**src/rtl/mmss_countdown_timer.sv**
```systemverilog
// Loadable MM:SS BCD countdown timer with pause/resume, a seconds-borrow pulse and a done pulse.
// Every output is registered; digits clamp on load and never count below 00:00.
module mmss_countdown_timer (
    input  logic       clk,
    input  logic       reset,
    input  logic       tick_i,
    input  logic       load_i,
    input  logic       start_i,
    input  logic       pause_i,
    input  logic [2:0] ld_min_tens_i,
    input  logic [3:0] ld_min_units_i,
    input  logic [2:0] ld_sec_tens_i,
    input  logic [3:0] ld_sec_units_i,
    output logic [2:0] min_tens_o,
    output logic [3:0] min_units_o,
    output logic [2:0] sec_tens_o,
    output logic [3:0] sec_units_o,
    output logic       sec_borrow_o,
    output logic       done_o,
    output logic       running_o,
    output logic       expired_o
);

    typedef enum logic [1:0] {IDLE, RUN, PAUSED, DONE} state_t;

    state_t     state_q, state_d;
    logic [2:0] min_tens_q, min_tens_d;
    logic [3:0] min_units_q, min_units_d;
    logic [2:0] sec_tens_q, sec_tens_d;
    logic [3:0] sec_units_q, sec_units_d;
    logic       sec_borrow_q, sec_borrow_d;
    logic       done_q, done_d;
    logic       running_q, expired_q;
    logic       count_zero;

    assign count_zero = (min_tens_q == 3'd0) && (min_units_q == 4'd0) &&
                        (sec_tens_q == 3'd0) && (sec_units_q == 4'd0);

    always_comb begin
        state_d      = state_q;
        min_tens_d   = min_tens_q;
        min_units_d  = min_units_q;
        sec_tens_d   = sec_tens_q;
        sec_units_d  = sec_units_q;
        sec_borrow_d = 1'b0;

        if (load_i) begin
            min_tens_d  = (ld_min_tens_i  > 3'd5) ? 3'd5 : ld_min_tens_i;
            min_units_d = (ld_min_units_i > 4'd9) ? 4'd9 : ld_min_units_i;
            sec_tens_d  = (ld_sec_tens_i  > 3'd5) ? 3'd5 : ld_sec_tens_i;
            sec_units_d = (ld_sec_units_i > 4'd9) ? 4'd9 : ld_sec_units_i;
            state_d     = IDLE;
        end else begin
            case (state_q)
                IDLE, PAUSED: begin
                    if (start_i) begin
                        state_d = count_zero ? DONE : RUN;
                    end
                end
                RUN: begin
                    if (pause_i) begin
                        state_d = PAUSED;
                    end else if (tick_i && !count_zero) begin
                        // Ripple the borrow digit by digit; minute tens is nonzero whenever it is reached
                        if (sec_units_q != 4'd0) begin
                            sec_units_d = sec_units_q - 4'd1;
                        end else begin
                            sec_units_d = 4'd9;
                            if (sec_tens_q != 3'd0) begin
                                sec_tens_d = sec_tens_q - 3'd1;
                            end else begin
                                sec_tens_d   = 3'd5;
                                sec_borrow_d = 1'b1;
                                if (min_units_q != 4'd0) begin
                                    min_units_d = min_units_q - 4'd1;
                                end else begin
                                    min_units_d = 4'd9;
                                    min_tens_d  = min_tens_q - 3'd1;
                                end
                            end
                        end
                        if ((min_tens_d == 3'd0) && (min_units_d == 4'd0) &&
                            (sec_tens_d == 3'd0) && (sec_units_d == 4'd0)) begin
                            state_d = DONE;
                        end
                    end
                end
                default: begin
                end
            endcase
        end

        done_d = (state_d == DONE) && (state_q != DONE);
    end

    always_ff @(posedge clk or posedge reset) begin
        if (reset) begin
            state_q      <= IDLE;
            min_tens_q   <= 3'd0;
            min_units_q  <= 4'd0;
            sec_tens_q   <= 3'd0;
            sec_units_q  <= 4'd0;
            sec_borrow_q <= 1'b0;
            done_q       <= 1'b0;
            running_q    <= 1'b0;
            expired_q    <= 1'b0;
        end else begin
            state_q      <= state_d;
            min_tens_q   <= min_tens_d;
            min_units_q  <= min_units_d;
            sec_tens_q   <= sec_tens_d;
            sec_units_q  <= sec_units_d;
            sec_borrow_q <= sec_borrow_d;
            done_q       <= done_d;
            running_q    <= (state_d == RUN);
            expired_q    <= (state_d == DONE);
        end
    end

    assign min_tens_o   = min_tens_q;
    assign min_units_o  = min_units_q;
    assign sec_tens_o   = sec_tens_q;
    assign sec_units_o  = sec_units_q;
    assign sec_borrow_o = sec_borrow_q;
    assign done_o       = done_q;
    assign running_o    = running_q;
    assign expired_o    = expired_q;

endmodule

```
**config.mk**
```make
export PLATFORM = sky130hd
export DESIGN_NAME = mmss_countdown_timer
export DESIGN_NICKNAME = d
export VERILOG_FILES = /design/src/rtl/mmss_countdown_timer.sv
export SDC_FILE = /design/constraint.sdc
export NUM_CORES = 1
export LEC_CHECK = 0
export BUFFER_PORTS_ARGS = -buffer_cell sky130_fd_sc_hd__buf_2
export CAP_MARGIN = 20
export CORE_MARGIN = 5
export CORE_UTILIZATION = 46
export CTS_CLUSTER_SIZE = 24
export DETAILED_ROUTE_END_ITERATION = 8
export PLACE_DENSITY = 0.86
export SKIP_LAST_GASP = 1
export SLEW_MARGIN = 5
export SYNTH_ARGS = -nofsm -noshare
export SYNTH_HDL_FRONTEND = slang
export SYNTH_SLANG_ARGS = --single-unit
```
**constraint.sdc**
```tcl
create_clock -name clk -period 2.4 [get_ports clk]
set_clock_uncertainty 0.2 [all_clocks]
set_input_delay 0.72 -clock clk [delete_from_list [all_inputs] [get_ports clk]]
set_output_delay 0.72 -clock clk [all_outputs]
set_load 0.05 [all_outputs]
```
==> flow_summary.yaml, run 1 <==
detailed_routing:
  post_drt_wl_per_cell_um: 16.0
  postRouteAntennaNets: 0
  first_pass_iters: 4
  routed_via_density: 5.83
  drt-total-wl_um: 3500
  first_iter_violations: 52
  drc: 0
  num_vias: 1277
power:
  powerDensity_nw_per_um2: 561
  internal-power_uw: 581
  share_seq_of_total_power: 0.420
  switchingPower_uw: 355
  ir_drop_mv: 0.382
  p_comb_frac: 0.368
  p_clk_frac: 0.212
  leakage_nw: 0.756
  sw_frac_of_total: 0.379
global_route:
  grt_pass1_vias: 1362
  grt_first_pass_wirelength_um: 6020
  grt_start_max_net_pins: 21
  overflow: 0
  grt_use_total: 0.184
  antenna_found_initial: 0
synthesis:
  yosysSeqAreaShare: 0.386
  synthFlopType: "dfrtp_1"
  syn_inst: 137
  syn-num-nets: 159
  postSynth.asyncResetShare: 1.00
  netlist_area_um2: 1290
  synth_warnings: 0
  syn-mean-instance-area_um2: 9.45
  synth_cell_types: 43
  synth-seq-cells: 20
  synth_edf_count: 0
timing:
  holdWs_ps: 215
  setup_tns_ps: -24.5
  relSlewSlack: 0.542
  rsz0062_at_grt: "true"
  fin_crit_sh: 1.01
  tightest_slew_ps: 682
  fmax_mhz: 412
  drv_slew: 0
  period_minus_slack_ps: 2420
  fin_ws_ps: -24.5
  finalSetupViolCount: 1
  finalHoldViolations: 0
place:
  port_buffers: 37
  pre_cts_slack_ps: -7.51
  gp_congestion: 0.940
  hpwlAfterDp_um: 2700
setup_path:
  end_kind: "register"
  crit_slowest_cell: "or4_4"
  critical-path-max-stage-delay_ps: 600
  path_class: "reg -> reg"
  r2r_slack_ps: -20
  required_ps: 2430
  worstPathCellList: "or4_4 > or4_4 > nand3_2 > mux2_2 > o21ai_1"
  cp_common_cell: "or4_4"
  worstSetupStartpointType: "register"
  worstPathArrival_ps: 2460
  crit_path_max_fanout: 6
cts:
  cts_tree: "done"
  clk_path_buf_depth: 2
  clock_latency_ps: 300
  cts_buffers: 3
  cts_sinks: 20
  clk_pin_slew_worst_paths_ps: 120
  root_buffer: "clkbuf_4"
  h-tree-depth: 1
  cts_setup_buffers: 0
final_layout:
  final_common_cell: "buf_2"
  area_growth_pct: 28.8
  antenna_cells: 0
  final_cell_mix: "buf_2, buf_4, nor2_1"
  final_nets: 211
  layout-drive-gt1-share: 0.457
floorplan:
  num_rows: 19
  die_y_um: 63.1
  core_area_um2: 2730
  initial_core_util: 0.474
  chipWidth_um: 63.1
  dieArea_um2: 3980
  ios: 38
min_path:
  hold_path_class: "in -> async"
status:
  status: "finished with violations"
  violations: "setup timing"
flow_run:
  maxCapViolations: 0
critical path, delay by kind of cell (launching register included):
family	cells	cell delay [ps]
AOI/OAI and AO/OA	1	120
DFF	1	430
muxes	1	330
and+or+nand+nor	3	1270
power by group through the flow:
stage               registers (mW)  clock network (mW)  logic [mW]
floorplan                    0.497                   0       0.125
global placement             0.395                   0       0.321
detailed placement           0.398                   0       0.333
CTS                          0.392               0.201       0.336
global route                 0.398               0.221       0.372
finish                       0.393               0.198       0.344
routing by layer:
| metal | share of wire | wire [um] | global-route usage | up-vias |
|---|---|---|---|---|
| met5 | 0 | 0 | 0 | - |
| met3 | 0.063 | 221 | 0.0337 | 6 |
| li1 | - | - | - | 611 |
| met4 | 0.0086 | 30 | 0.0663 | 0 |
| met2 | 0.51 | 1790 | 0.317 | 63 |
| met1 | 0.41 | 1450 | 0.229 | 597 |
through the flow:
step           utilization  total power [mW]  cell area [um^2]  std cells
6_report             0.610             0.936              1670        219
5_1_grt              0.610             0.991              1670        219
4_1_cts              0.603             0.929              1650        219
3_5_place_dp         0.585             0.731              1600        214
3_3_place_gp         0.585             0.716              1600        214
2_1_floorplan            -             0.622              1320        137
synth_stat cells (3+ instances only):
master / instances / area share
dfrtp_1: 20 / 0.39
nor2_1: 11 / 0.032
o21ai_0: 11 / 0.043
nand2_1: 8 / 0.023
mux2i_1: 6 / 0.046
nand4_1: 6 / 0.029
nor3_1: 6 / 0.023
xor2_1: 6 / 0.041
a21oi_1: 5 / 0.019
nand3b_1: 5 / 0.029
inv_1: 4 / 0.012
o21a_1: 4 / 0.023
nor4_1: 3 / 0.014
final cells by class:
cell class / count / area, um^2
Clock buffer: 4 / 36.3
Multi-Input combinational cell: 106 / 752
Tap cell: 31 / 38.8
Fill cell: 237 / 1070
Inverter: 4 / 15.0
Timing Repair Buffer: 54 / 313
Sequential cell: 20 / 513
logic make-up (layout without fill, tap and decap cells):
| group | count (synthesis) | after routing | share of synthesized area |
|---|---|---|---|
| compound gates | 33 | 33 | 0.168 |
| xor+xnor | 8 | 8 | 0.0541 |
| fa+ha+maj | 2 | 2 | 0.0193 |
| buf+inv | 12 | 62 | 0.0647 |
| flops | 20 | 20 | 0.386 |
| mux | 7 | 7 | 0.0551 |
| simple gates | 55 | 56 | 0.252 |
registers in the layout, indices dropped and copies added (netlist names):
name	cells
sec_units_o	4
expired_o	1
sec_tens_o	3
sec_borrow_o	1
running_o	1
state_q	2
min_units_o	4
min_tens_o	3
done_o	1
what timing repair did:
item / CTS / global route
pin swaps: 1 / 3
resized for setup: 1 / 5
hold buffers: 0 / 0
endpoints found under the hold margin: 0 / 0
cloned: 1 / 0
setup endpoints to repair: 3 / 7
final timing paths:
path	depth (start not counted)	to	start
setup reg to reg	5	min_tens_o[1]	min_units_o[3]
max in group asynchronous	3	sec_tens_o[1]	reset
min in group clk	2	sec_units_o[1]	ld_sec_units_i[3]
hold / removal	3	state_q[0]	reset
setup / recovery	5	min_tens_o[1]	min_units_o[3]
hold reg to reg	2	sec_tens_o[0]	sec_tens_o[0]
Power figures use the tool's default switching activity.
==> inputs of run 2 (changes only) <==
Settings changed: SETUP_SLACK_MARGIN set to 0.5, SKIP_CTS_REPAIR_TIMING set to 1.
==> run 2 against run 1 <==
Net effect:
- the flow still finishes with violations (setup timing)
- sequential share of layout area shrank 4.7 points
- clock-buffer cell count shrank 1
- via count grew 12%
- clock power grew 45%
- fmax decreased by 2.8%
- utilization is 11 points higher
- register-to-register slack got worse by 70 ps
- largest power group is now combinational logic
==> flow_summary.yaml, run 2 (synthesis gave the netlist of run 1 again) <==
setup_path:
  worstSetupStartpointType: "register"
  worstPathArrival_ps: 2490
  r2r-end: "sec_units_o[2]"
  crit_path_max_fanout: 6
  reg2reg_depth: 8
  required_ps: 2390
  r2r-start: "min_tens_o[0]"
  end_kind: "register"
  r2r_slack_ps: -90
  path_class: "reg -> reg"
floorplan:
  dieArea_um2: 3980
  initial_core_util: 0.474
  die_y_um: 63.1
  chipWidth_um: 63.1
  ios: 38
  core_area_um2: 2730
  num_rows: 19
timing:
  fin_ws_ps: -94.6
  fmax_mhz: 401
  period_minus_slack_ps: 2490
  holdWs_ps: 203
  fin_crit_sh: 1.04
  finalHoldViolations: 0
  rsz0062_at_grt: "true"
  relSlewSlack: 0.542
  tightest_slew_ps: 684
  drv_slew: 0
  finalSetupViolCount: 5
place:
  placedInstanceArea_um2: 1630
  pre_cts_slack_ps: 9.91
  place_inst: 217
  port_buffers: 37
  hpwlAfterDp_um: 2620
  gp_congestion: 0.939
power:
  switchingPower_uw: 403
  powerDensity_nw_per_um2: 572
  p_comb_frac: 0.397
  ir_drop_mv: 0.680
  p_clk_frac: 0.255
  internal-power_uw: 723
  sw_frac_of_total: 0.358
  leakage_nw: 0.866
  share_seq_of_total_power: 0.347
detailed_routing:
  first_iter_violations: 88
  drc: 0
  post_drt_wl_per_cell_um: 18.3
  drt-total-wl_um: 4210
  postRouteAntennaNets: 0
  num_vias: 1431
  routed_via_density: 6.22
  first_pass_iters: 4
global_route:
  overflow: 0
  grt_pass1_vias: 1274
  grt_use_total: 0.174
  antenna_found_initial: 0
  grt_first_pass_wirelength_um: 5650
  grt_start_max_net_pins: 21
cts:
  h-tree-depth: 1
  cts_tree: "done"
  root_buffer: "clkbuf_4"
  clk_path_buf_depth: 2
  clock_latency_ps: 310
  cts_buffers: 3
  clk_pin_slew_worst_paths_ps: 130
  cts_sinks: 20
final_layout:
  n_fill_cell: 178
  final_cell_mix: "buf_2, buf_4, nor2_1"
  area_growth_pct: 51.9
  antenna_cells: 0
  layout-drive-gt1-share: 0.538
  final_nets: 222
  final_cell_area_um2: 1970
  finalNonFillerCells: 230
status:
  status: "finished with violations"
  violations: "setup timing"
flow_run:
  maxCapViolations: 0
min_path:
  hold_path_class: "in -> async"
run 2: cell types whose count changed in the layout (fill, tap and decap cells not counted), moves of 2 or more:
cell and change:
buf_2 -14, nand3_4 +2, buf_8 +8, nor3_1 -3, buf_6 +10, nor4_2 +2
buf_4 +6, o21ai_0 -3, nor4_1 -2, o21ai_1 +2, nand3_2 -2, nor3_2 +2
run 2: final cells by class:
type,instances,area [um^2],share of cell area
Clock buffer,3,22.5,0.0115
Clock inverter,1,30.0,0.0153
Inverter,4,15.0,0.00763
Multi-Input combinational cell,106,820,0.417
Sequential cell,20,513,0.261
Tap cell,31,38.8,0.0197
Timing Repair Buffer,65,528,0.268
run 2: worst max-delay path by stage:
stage | startpoint | endpoint | cells past startpoint
after floorplan | min_units_o[3] | sec_tens_o[1] | 6
after CTS | min_tens_o[0] | min_tens_o[1] | 7
final | min_tens_o[0] | sec_units_o[2] | 8
after global placement | min_units_o[3] | min_tens_o[1] | 5
after detailed placement | min_units_o[3] | done_o | 5
after global routing | sec_units_o[1] | running_o | 6
run 2: stage by stage:
step	setup TNS [ps]	total power, mW	utilization
global route	-461	1.17	0.719
detailed placement	0	0.739	0.595
floorplan	-377	0.623	-
finish	-249	1.13	0.719
CTS	-60.2	1.03	0.615
global placement	0	0.726	0.595
run 2: power by group through the flow:
stage	logic [mW]	clock network (mW)	registers, mW
2_1_floorplan	0.125	0	0.498
3_3_place_gp	0.335	0	0.390
3_5_place_dp	0.347	0	0.393
4_1_cts	0.348	0.291	0.386
5_1_grt	0.473	0.307	0.393
6_report	0.447	0.287	0.391
run 2: layer usage:
layer  part of all wire  vias to the layer above  global-route usage  wire, um
met5                  0                        -                   0         0
met4              0.025                        0              0.0716       106
met3              0.089                       15              0.0337       373
met2               0.51                       91               0.292      2130
met1               0.38                      692               0.215      1600
li1                   -                      633                   -         -
run 2: critical path, stage by stage (launching register included):
cell     delay [ps]
dfrtp_2         450
inv_1           100
ha_1            140
or2b_2          330
or4_4           610
buf_6           160
nand3_4          70
mux2i_1         210
o22ai_1         100
